==> config.mk <==
export PLATFORM = sky130hd
export DESIGN_NAME = dm_port_arbiter
export DESIGN_NICKNAME = d
export VERILOG_FILES = /design/src/rtl/dm_ctrl_pkg.sv /design/src/rtl/dm_port_arbiter_rr_arb2.sv /design/src/rtl/dm_port_arbiter.sv
export SDC_FILE = /design/constraint.sdc
export NUM_CORES = 1
export LEC_CHECK = 0
export CORE_AREA = 2 2 99 101
export DETAILED_ROUTE_END_ITERATION = 8
export DIE_AREA = 0 0 101 103
export PLACE_DENSITY = 0.81
export SYNTH_ARGS = -nofsm -noshare
export SYNTH_HDL_FRONTEND = slang
export SYNTH_SLANG_ARGS = --single-unit
==> constraint.sdc <==
create_clock -name clk -period 3.55 [get_ports clk]
set_input_delay 0.71 -clock clk [delete_from_list [all_inputs] [get_ports clk]]
set_output_delay 0.71 -clock clk [all_outputs]
set_load 0.1 [all_outputs]
==> src/rtl/dm_ctrl_pkg.sv <==
// Shared types and default sizes for the data-memory port arbiter.
package dm_ctrl_pkg;

    localparam int DM_ADDR_W      = 14;
    localparam int DM_DATA_W      = 32;
    localparam int DM_DEPTH_WORDS = 4096;
    localparam int DM_LEN_W       = 3;

    typedef enum logic [1:0] {
        S_INIT,
        S_IDLE,
        S_BURST
    } state_e;

endpackage

==> src/rtl/dm_port_arbiter_rr_arb2.sv <==
// Two-way round-robin picker: a lone request wins outright, a tie goes to the
// requester that was not granted last (last = index of previous winner).
module rr_arb2 (
    input  logic [1:0] req,
    input  logic       last,
    output logic [1:0] grant
);

    always_comb begin
        grant = req;
        if (req[0] && req[1]) begin
            grant = last ? 2'b01 : 2'b10;
        end
    end

endmodule

==> src/rtl/dm_port_arbiter.sv <==
// Data-memory port owner: zero-sweeps DM after reset, then serves 1..8 beat
// bursts from two requesters in round-robin order with no preemption.
module dm_port_arbiter
    import dm_ctrl_pkg::*;
#(
    parameter int ADDR_W      = DM_ADDR_W,
    parameter int DATA_W      = DM_DATA_W,
    parameter int DEPTH_WORDS = DM_DEPTH_WORDS,
    parameter int LEN_W       = DM_LEN_W
) (
    input  logic              clk,
    input  logic              reset,
    input  logic              m0_req,
    input  logic              m0_we,
    input  logic [ADDR_W-1:0] m0_addr,
    input  logic [LEN_W-1:0]  m0_len,
    input  logic [DATA_W-1:0] m0_wdata,
    output logic              m0_gnt,
    output logic              m0_rvalid,
    output logic [DATA_W-1:0] m0_rdata,
    input  logic              m1_req,
    input  logic              m1_we,
    input  logic [ADDR_W-1:0] m1_addr,
    input  logic [LEN_W-1:0]  m1_len,
    input  logic [DATA_W-1:0] m1_wdata,
    output logic              m1_gnt,
    output logic              m1_rvalid,
    output logic [DATA_W-1:0] m1_rdata,
    output logic              dm_we,
    output logic [ADDR_W-1:0] dm_addr,
    output logic [DATA_W-1:0] dm_wdata,
    input  logic [DATA_W-1:0] dm_rdata,
    output logic              init_done
);

    localparam int WA_W = ADDR_W - 2;

    state_e            state_q, state_d;
    logic [WA_W-1:0]   cnt_q, cnt_d;
    logic [WA_W-1:0]   base_q, base_d;
    logic [LEN_W-1:0]  beat_q, beat_d;
    logic [LEN_W-1:0]  len_q, len_d;
    logic              owner_q, owner_d;
    logic              we_q, we_d;
    logic              last_q, last_d;
    logic [1:0]        pick;
    logic              unused_addr_lsbs;

    // Byte-lane bits of the requester addresses are never used.
    assign unused_addr_lsbs = ^{m0_addr[1:0], m1_addr[1:0]};

    rr_arb2 u_rr_arb2 (
        .req   ({m1_req, m0_req}),
        .last  (last_q),
        .grant (pick)
    );

    always_ff @(posedge clk or negedge reset) begin
        if (!reset) begin
            state_q <= S_INIT;
            cnt_q   <= '0;
            base_q  <= '0;
            beat_q  <= '0;
            len_q   <= '0;
            owner_q <= 1'b0;
            we_q    <= 1'b0;
            last_q  <= 1'b1;
        end else begin
            state_q <= state_d;
            cnt_q   <= cnt_d;
            base_q  <= base_d;
            beat_q  <= beat_d;
            len_q   <= len_d;
            owner_q <= owner_d;
            we_q    <= we_d;
            last_q  <= last_d;
        end
    end

    always_comb begin
        state_d   = state_q;
        cnt_d     = cnt_q;
        base_d    = base_q;
        beat_d    = beat_q;
        len_d     = len_q;
        owner_d   = owner_q;
        we_d      = we_q;
        last_d    = last_q;
        m0_gnt    = 1'b0;
        m1_gnt    = 1'b0;
        m0_rvalid = 1'b0;
        m1_rvalid = 1'b0;
        dm_we     = 1'b0;
        dm_addr   = '0;
        dm_wdata  = '0;

        case (state_q)
            S_INIT: begin
                dm_we   = 1'b1;
                dm_addr = {cnt_q, 2'b00};
                cnt_d   = cnt_q + 1'b1;
                if (cnt_q == WA_W'(DEPTH_WORDS - 1)) begin
                    state_d = S_IDLE;
                end
            end
            S_IDLE: begin
                if (|pick) begin
                    owner_d = pick[1];
                    we_d    = pick[1] ? m1_we : m0_we;
                    base_d  = pick[1] ? m1_addr[ADDR_W-1:2] : m0_addr[ADDR_W-1:2];
                    len_d   = pick[1] ? m1_len : m0_len;
                    beat_d  = '0;
                    state_d = S_BURST;
                end
            end
            S_BURST: begin
                m0_gnt  = ~owner_q;
                m1_gnt  = owner_q;
                // Word address wraps naturally at the top of the WA_W-bit space.
                dm_addr = {base_q + WA_W'(beat_q), 2'b00};
                if (we_q) begin
                    dm_we    = 1'b1;
                    dm_wdata = owner_q ? m1_wdata : m0_wdata;
                end else begin
                    m0_rvalid = ~owner_q;
                    m1_rvalid = owner_q;
                end
                beat_d = beat_q + 1'b1;
                if (beat_q == len_q) begin
                    beat_d  = '0;
                    last_d  = owner_q;
                    state_d = S_IDLE;
                end
            end
            default: begin
                state_d = S_INIT;
            end
        endcase

        // Outputs drop in the same cycle reset is asserted, not at the next edge.
        if (!reset) begin
            m0_gnt    = 1'b0;
            m1_gnt    = 1'b0;
            m0_rvalid = 1'b0;
            m1_rvalid = 1'b0;
            dm_we     = 1'b0;
            dm_addr   = '0;
            dm_wdata  = '0;
        end
    end

    assign init_done = reset && (state_q != S_INIT);
    assign m0_rdata  = dm_rdata;
    assign m1_rdata  = dm_rdata;

endmodule
==> results of run 1 <==
-- stage by stage --
step	worst slack [ns]	setup TNS, ns	hold slack [ns]
4_1_cts	0.280	0	0.499
3_5_place_dp	0.463	0	0.483
6_report	0.294	0	0.499
5_1_grt	0.129	0	0.518
2_1_floorplan	-0.0304	-0.0304	0.414
3_3_place_gp	0.492	0	0.479
-- logic make-up after synthesis --
logic type / after synthesis / share of synthesized area
simple gates: 112 / 0.173
buf+inv: 81 / 0.186
fa+ha+maj: 6 / 0.0269
compound gates: 42 / 0.0873
mux: 52 / 0.170
flops: 35 / 0.286
xor+xnor: 24 / 0.0685
other cells: 1 / 0.00122
-- final cells by class --
cell class,instances,area (um^2)
Tap cell,114,143
Timing Repair Buffer,156,2060
Inverter,1,3.75
Clock buffer,7,76.3
Fill cell,843,4640
Clock inverter,1,5.00
Multi-Input combinational cell,238,1660
Sequential cell,35,878
-- state kept, by name, summed over array words and instances, names as in the netlist --
register	cells
state_q	2
cnt_q	12
last_q	1
beat_q	3
owner_q	1
base_q	12
we_q	1
len_q	3
-- worst reg2reg max path, delay by kind of cell, from the launching register on --
kind / cells / cell delay (ns)
AOI/OAI and AO/OA: 2 / 0.33
and+or+nand+nor: 2 / 0.71
DFF: 1 / 0.69
-- power by group through the flow --
stage          logic (mW)  clock network, mW  registers, mW
2_1_floorplan       0.395                  0          0.406
3_3_place_gp        0.192                  0          0.406
3_5_place_dp        0.193                  0          0.406
4_1_cts             0.194              0.283          0.399
5_1_grt             0.204              0.299          0.398
6_report            0.192              0.278          0.399
-- final timing paths --
path | endpoint | depth (start not counted)
max in group asynchronous | base_q[7]$_DFFE_PN0P_ | 2
setup / recovery | dm_addr[10] | 7
hold / removal | base_q[2]$_DFFE_PN0P_ | 2
setup reg to reg | beat_q[2]$_DFFE_PN0P_ | 4
min in group asynchronous | beat_q[0]$_DFFE_PN0P_ | 2
hold reg to reg | base_q[2]$_DFFE_PN0P_ | 2
-- metal layers --
metal	part of all wire	global-route usage
met2	0.48	0.279
met4	0.018	0.0530
met5	0	0
met3	0.079	0.0447
met1	0.43	0.224
-- Yosys cell counts (2+ instances only) --
cell      count  area share
a211oi_1      2      0.0049
a21oi_1       4      0.0065
and3_1        2      0.0041
and4_1        2      0.0057
buf_2         7       0.011
buf_4        69        0.17
clkbuf_1      3      0.0037
dfrtp_1      34        0.28
ha_1          5       0.020
mux2_2        2      0.0073
mux2i_1      50        0.16
nand2_1      39       0.048
nand2b_1      4      0.0082
nand3_1       7       0.011
nand4_1       2      0.0041
nor2_1       42       0.051
nor2b_1       4      0.0082
nor3_1        3      0.0049
nor4_2        2      0.0082
o21ai_0      22       0.036
o21ai_1       3      0.0049
o22ai_1       3      0.0061
xnor2_1      18       0.051
xor2_1        6       0.017
==> run metrics, run 1 <==
status=completed; vias in the first global route=2597; hpwl dp=7.88 mm; post-DR vias/cell=4.91; postcts setup bufs=0; chip height=103 um; FF-to-FF setup slack=1.76 ns; Setup Crit Path Kind=reg -> out; initial antenna violation count=0; Post-route DRC=0; most common cell after layout, fill and taps aside=clkdlybuf4s50_1; post-synth cell types=42; Total GRT Usage=0.171; Fmax achieved=307 MHz; Worst EP arrival=2.55 ns; initial core utilization=0.324; delay of the slowest critical-path stage=0.45 ns; Post-CTS Hold Fix Bufs=0; clk slew on worst S/H paths=0.07 ns; RD Place Congestion=0.799; Longest Clk Path Bufs=2; Post-Place Cells=544; sw power=0.211 mW; post-route ant nets=0; fin. max-slew vios=0; final wirelength=9.35 mm; P per Cell Area=180 nW/um^2; number of diodes=0; Gate Count Post-Synth=353; total power=0.868 mW; most frequent cells in the layout=99 x clkdlybuf4s50_1, 51 x buf_12, 50 x mux2i_1; row count=36; Post-Syn Area=3070 um^2; Leak Pwr=1.87 nW; CTS resizes=0; Cell Area, Placed=4740 um^2; Clock Power Share=0.320; Die X=101 um; Slew HR=0.633; PortBufs=149; Cell Chain, Critical Path=ha_1, fa_1, a21oi_1, nor3_1, xnor2_1, o21ai_1, buf_12; min-delay worst type=reg -> reg; final hold vios=0; Startpoint Class=register; VDD IR max=0.150 mV; DIE AREA=10400 um^2; register area share after synthesis=0.286; final instance area=4820 um^2; CTS Sinks=35; starting DRC count in detailed routing=86; asr flop ratio synth=1.00; worst-path maximum fanout=5; final setup skew=0.0115 ns; r2r startpoint=state_q[1]$_DFFE_PN0P_; CTS tree=yes; CP top delay family=adder cells; latest clock arrival within the worst-skew pair=0.29 ns; Max-Cap Viols=0; Worst EP required=2.84 ns; Seq pwr share=0.459; Num CTS Buffers=5; Syn. warnings=0; first-pass GRT wire length=13.7 mm; largest net degree at the start of global routing=36; WP buf/inv=1; CTS root buf=clkbuf_8; Post-synth top flop=dfrtp_1; area grow syn2layout=57.1%; # setup viols final=0; first-pass iteration count of the detailed router=4; crit path capture type=output port; post-layout util=0.510; syn avg cell area=8.69 um^2; NumNets Final=579; Comb pwr share=0.221; Hold Startpoint=base_q[2]$_DFFE_PN0P_; share of cells above drive strength 1=0.189; number of enable flip-flop cells after synthesis=0; launch point of the worst path=beat_q[0]$_DFFE_PN0P_; WL per Instance=16.9 um; FF+latch count, synth=35; H-tree depth=2; Pint=0.657 mW; fin crit share=0.917; Overflow after GRT=0; vias post-DR=2708; final non-filler cell total=552; RSZ-0062 raised after global routing=false; min Tclk post-route=3.26 ns; num ports=252; core box area=9460 um^2; Worst-Margin Slew=0.550 ns; Sw Share=0.243; CP max-delay cell=dfrtp_1
Note: power is estimated with default switching activity, not from simulation.
==> run 2: changes to the inputs <==
- CORE_AREA: 2 2 99 101 -> unset
- CORE_MARGIN: unset -> 5
- CORE_UTILIZATION: unset -> 36
- DIE_AREA: 0 0 101 103 -> unset
- PLACE_DENSITY: 0.81 -> 0.88
==> run metrics, run 2 (synthesis gave the netlist of run 1 again) <==
DIE AREA=10500 um^2 (+0.63%); first-pass iteration count of the detailed router=4 (unchanged); Post-CTS Hold Fix Bufs=0 (unchanged); postcts setup bufs=0 (unchanged); post-layout util=0.585 (+0.0756); share of cells above drive strength 1=0.194 (+0.00457); min setup slack post-route=0.328 ns (+0.0340 ns); top flop regs=base_q: 12 flops, cnt_q: 12 flops; initial antenna violation count=0 (unchanged); Num CTS Buffers=5 (unchanged); hpwl dp=7.58 mm (-3.8%); Worst EP required=2.84 ns (about the same); CTS Sinks=35 (unchanged); Max-Cap Viols=0 (unchanged); Setup Crit Path Kind=in -> out; number of diodes=0 (unchanged); largest net degree at the start of global routing=36 (unchanged); Overflow after GRT=0 (unchanged); worst-path maximum fanout=7 (+2); RSZ-0062 raised after global routing=false; min Tclk post-route=3.22 ns (-0.0340 ns); first-pass GRT wire length=13.5 mm (-1.7%); clk slew on worst S/H paths=0.07 ns (about the same); # setup viols final=0 (unchanged); most frequent cells in the layout=99 x clkdlybuf4s50_1, 50 x mux2i_1, 50 x buf_12; Worst EP arrival=2.51 ns (-0.04 ns); core box area=8260 um^2 (-13%); vias in the first global route=2754 (+6.0%); P per Cell Area=198 nW/um^2 (+9.8%); final wirelength=8.97 mm (-4.1%); post-route ant nets=0 (unchanged); dpl ws=0.357 ns (-0.106 ns); Longest Clk Path Bufs=2 (unchanged); NumNets Final=579 (unchanged); vias post-DR=2666 (-1.6%); final hold vios=0 (unchanged); num ports=252 (unchanged); WL per Instance=16.5 um (-2.5%); Slew HR=0.512 (-0.121); fin. max-slew vios=0 (unchanged); fin crit share=0.908 (-0.00959); initial core utilization=0.372 (+0.0472); VDD IR max=0.124 mV (-17%); post-DR vias/cell=4.91 (about the same); Fmax achieved=310 MHz (+1.1%); Worst-Margin Slew=0.732 ns (+0.182 ns); PortBufs=149 (unchanged); area grow syn2layout=57.5%; CTS resizes=0 (unchanged); RD Place Congestion=0.838 (+4.8%); starting DRC count in detailed routing=195 (+130%); latest clock arrival within the worst-skew pair=0.29 ns (about the same); Die X=102 um (+1.3%); most common cell after layout, fill and taps aside=clkdlybuf4s50_1; chip height=102 um (-0.67%); Startpoint Class=input pin; row count=33 (-8.3%); CTS root buf=clkbuf_8; Post-route DRC=0 (unchanged); Leak Pwr=1.88 nW (+0.63%); H-tree depth=2 (unchanged); crit path capture type=output port; status=completed; CTS tree=yes; final instance area=4830 um^2 (+0.26%); final setup skew=0.00507 ns (-0.00647 ns); Cell Area, Placed=4710 um^2 (-0.50%); min-delay worst type=reg -> reg; Total GRT Usage=0.162 (-0.00910)
run 2: final cells by class:
cell class	instances	area [um^2]
fillers	664	3430
repair buffers	156	2040
multi-input cells	238	1660
flip-flops and latches	35	878
well taps	105	131
clock buffers	6	82.6
clock inverters	2	35.0
inverters	1	3.75
run 2: where the power goes:
part	leakage, nW	total, mW	internal [mW]	switching, mW
Combinational	1.36	0.186	0.120	0.0658
Clock	0.0612	0.371	0.227	0.144
Sequential	0.464	0.399	0.399	0
run 2: path summary, 6_finish.rpt:
kind	endpoint	start	cells past startpoint	slack [ns]
max	dm_addr[11]	reset	6	0.33
min	base_q[0]$_DFFE_PN0P_	base_q[0]$_DFFE_PN0P_	2	0.51
max reg2reg	beat_q[2]$_DFFE_PN0P_	state_q[1]$_DFFE_PN0P_	4	1.77
min reg2reg	base_q[0]$_DFFE_PN0P_	base_q[0]$_DFFE_PN0P_	2	0.51
max in group asynchronous	cnt_q[10]$_DFFE_PN0P_	reset	2	2.31
min in group asynchronous	owner_q$_DFFE_PN0P_	reset	1	0.66
run 2: stage by stage:
stage / total power [mW] / TNS, ns / hold WS (ns) / instances
floorplan: 0.802 / -0.0304 / 0.414 / 354
global placement: 0.590 / 0 / 0.475 / 535
detailed placement: 0.593 / 0 / 0.489 / 535
CTS: 0.964 / 0 / 0.508 / 543
global route: 0.986 / 0 / 0.540 / 543
finish: 0.956 / 0 / 0.506 / 543
run 2: critical path, cell delays in order:
cell,delay (ns)
clkdlybuf4s50_1,0.62
nand2b_1,0.23
nor2_1,0.41
nand2_1,0.12
o21ai_1,0.19
buf_12,0.22
run 2: routing by layer:
metal,vias up,GRT usage,share of wire
met2,140,0.282,0.51
li1,1295,-,-
met3,35,0.0587,0.10
met4,0,0.0706,0.032
met1,1196,0.178,0.35
met5,-,0,0
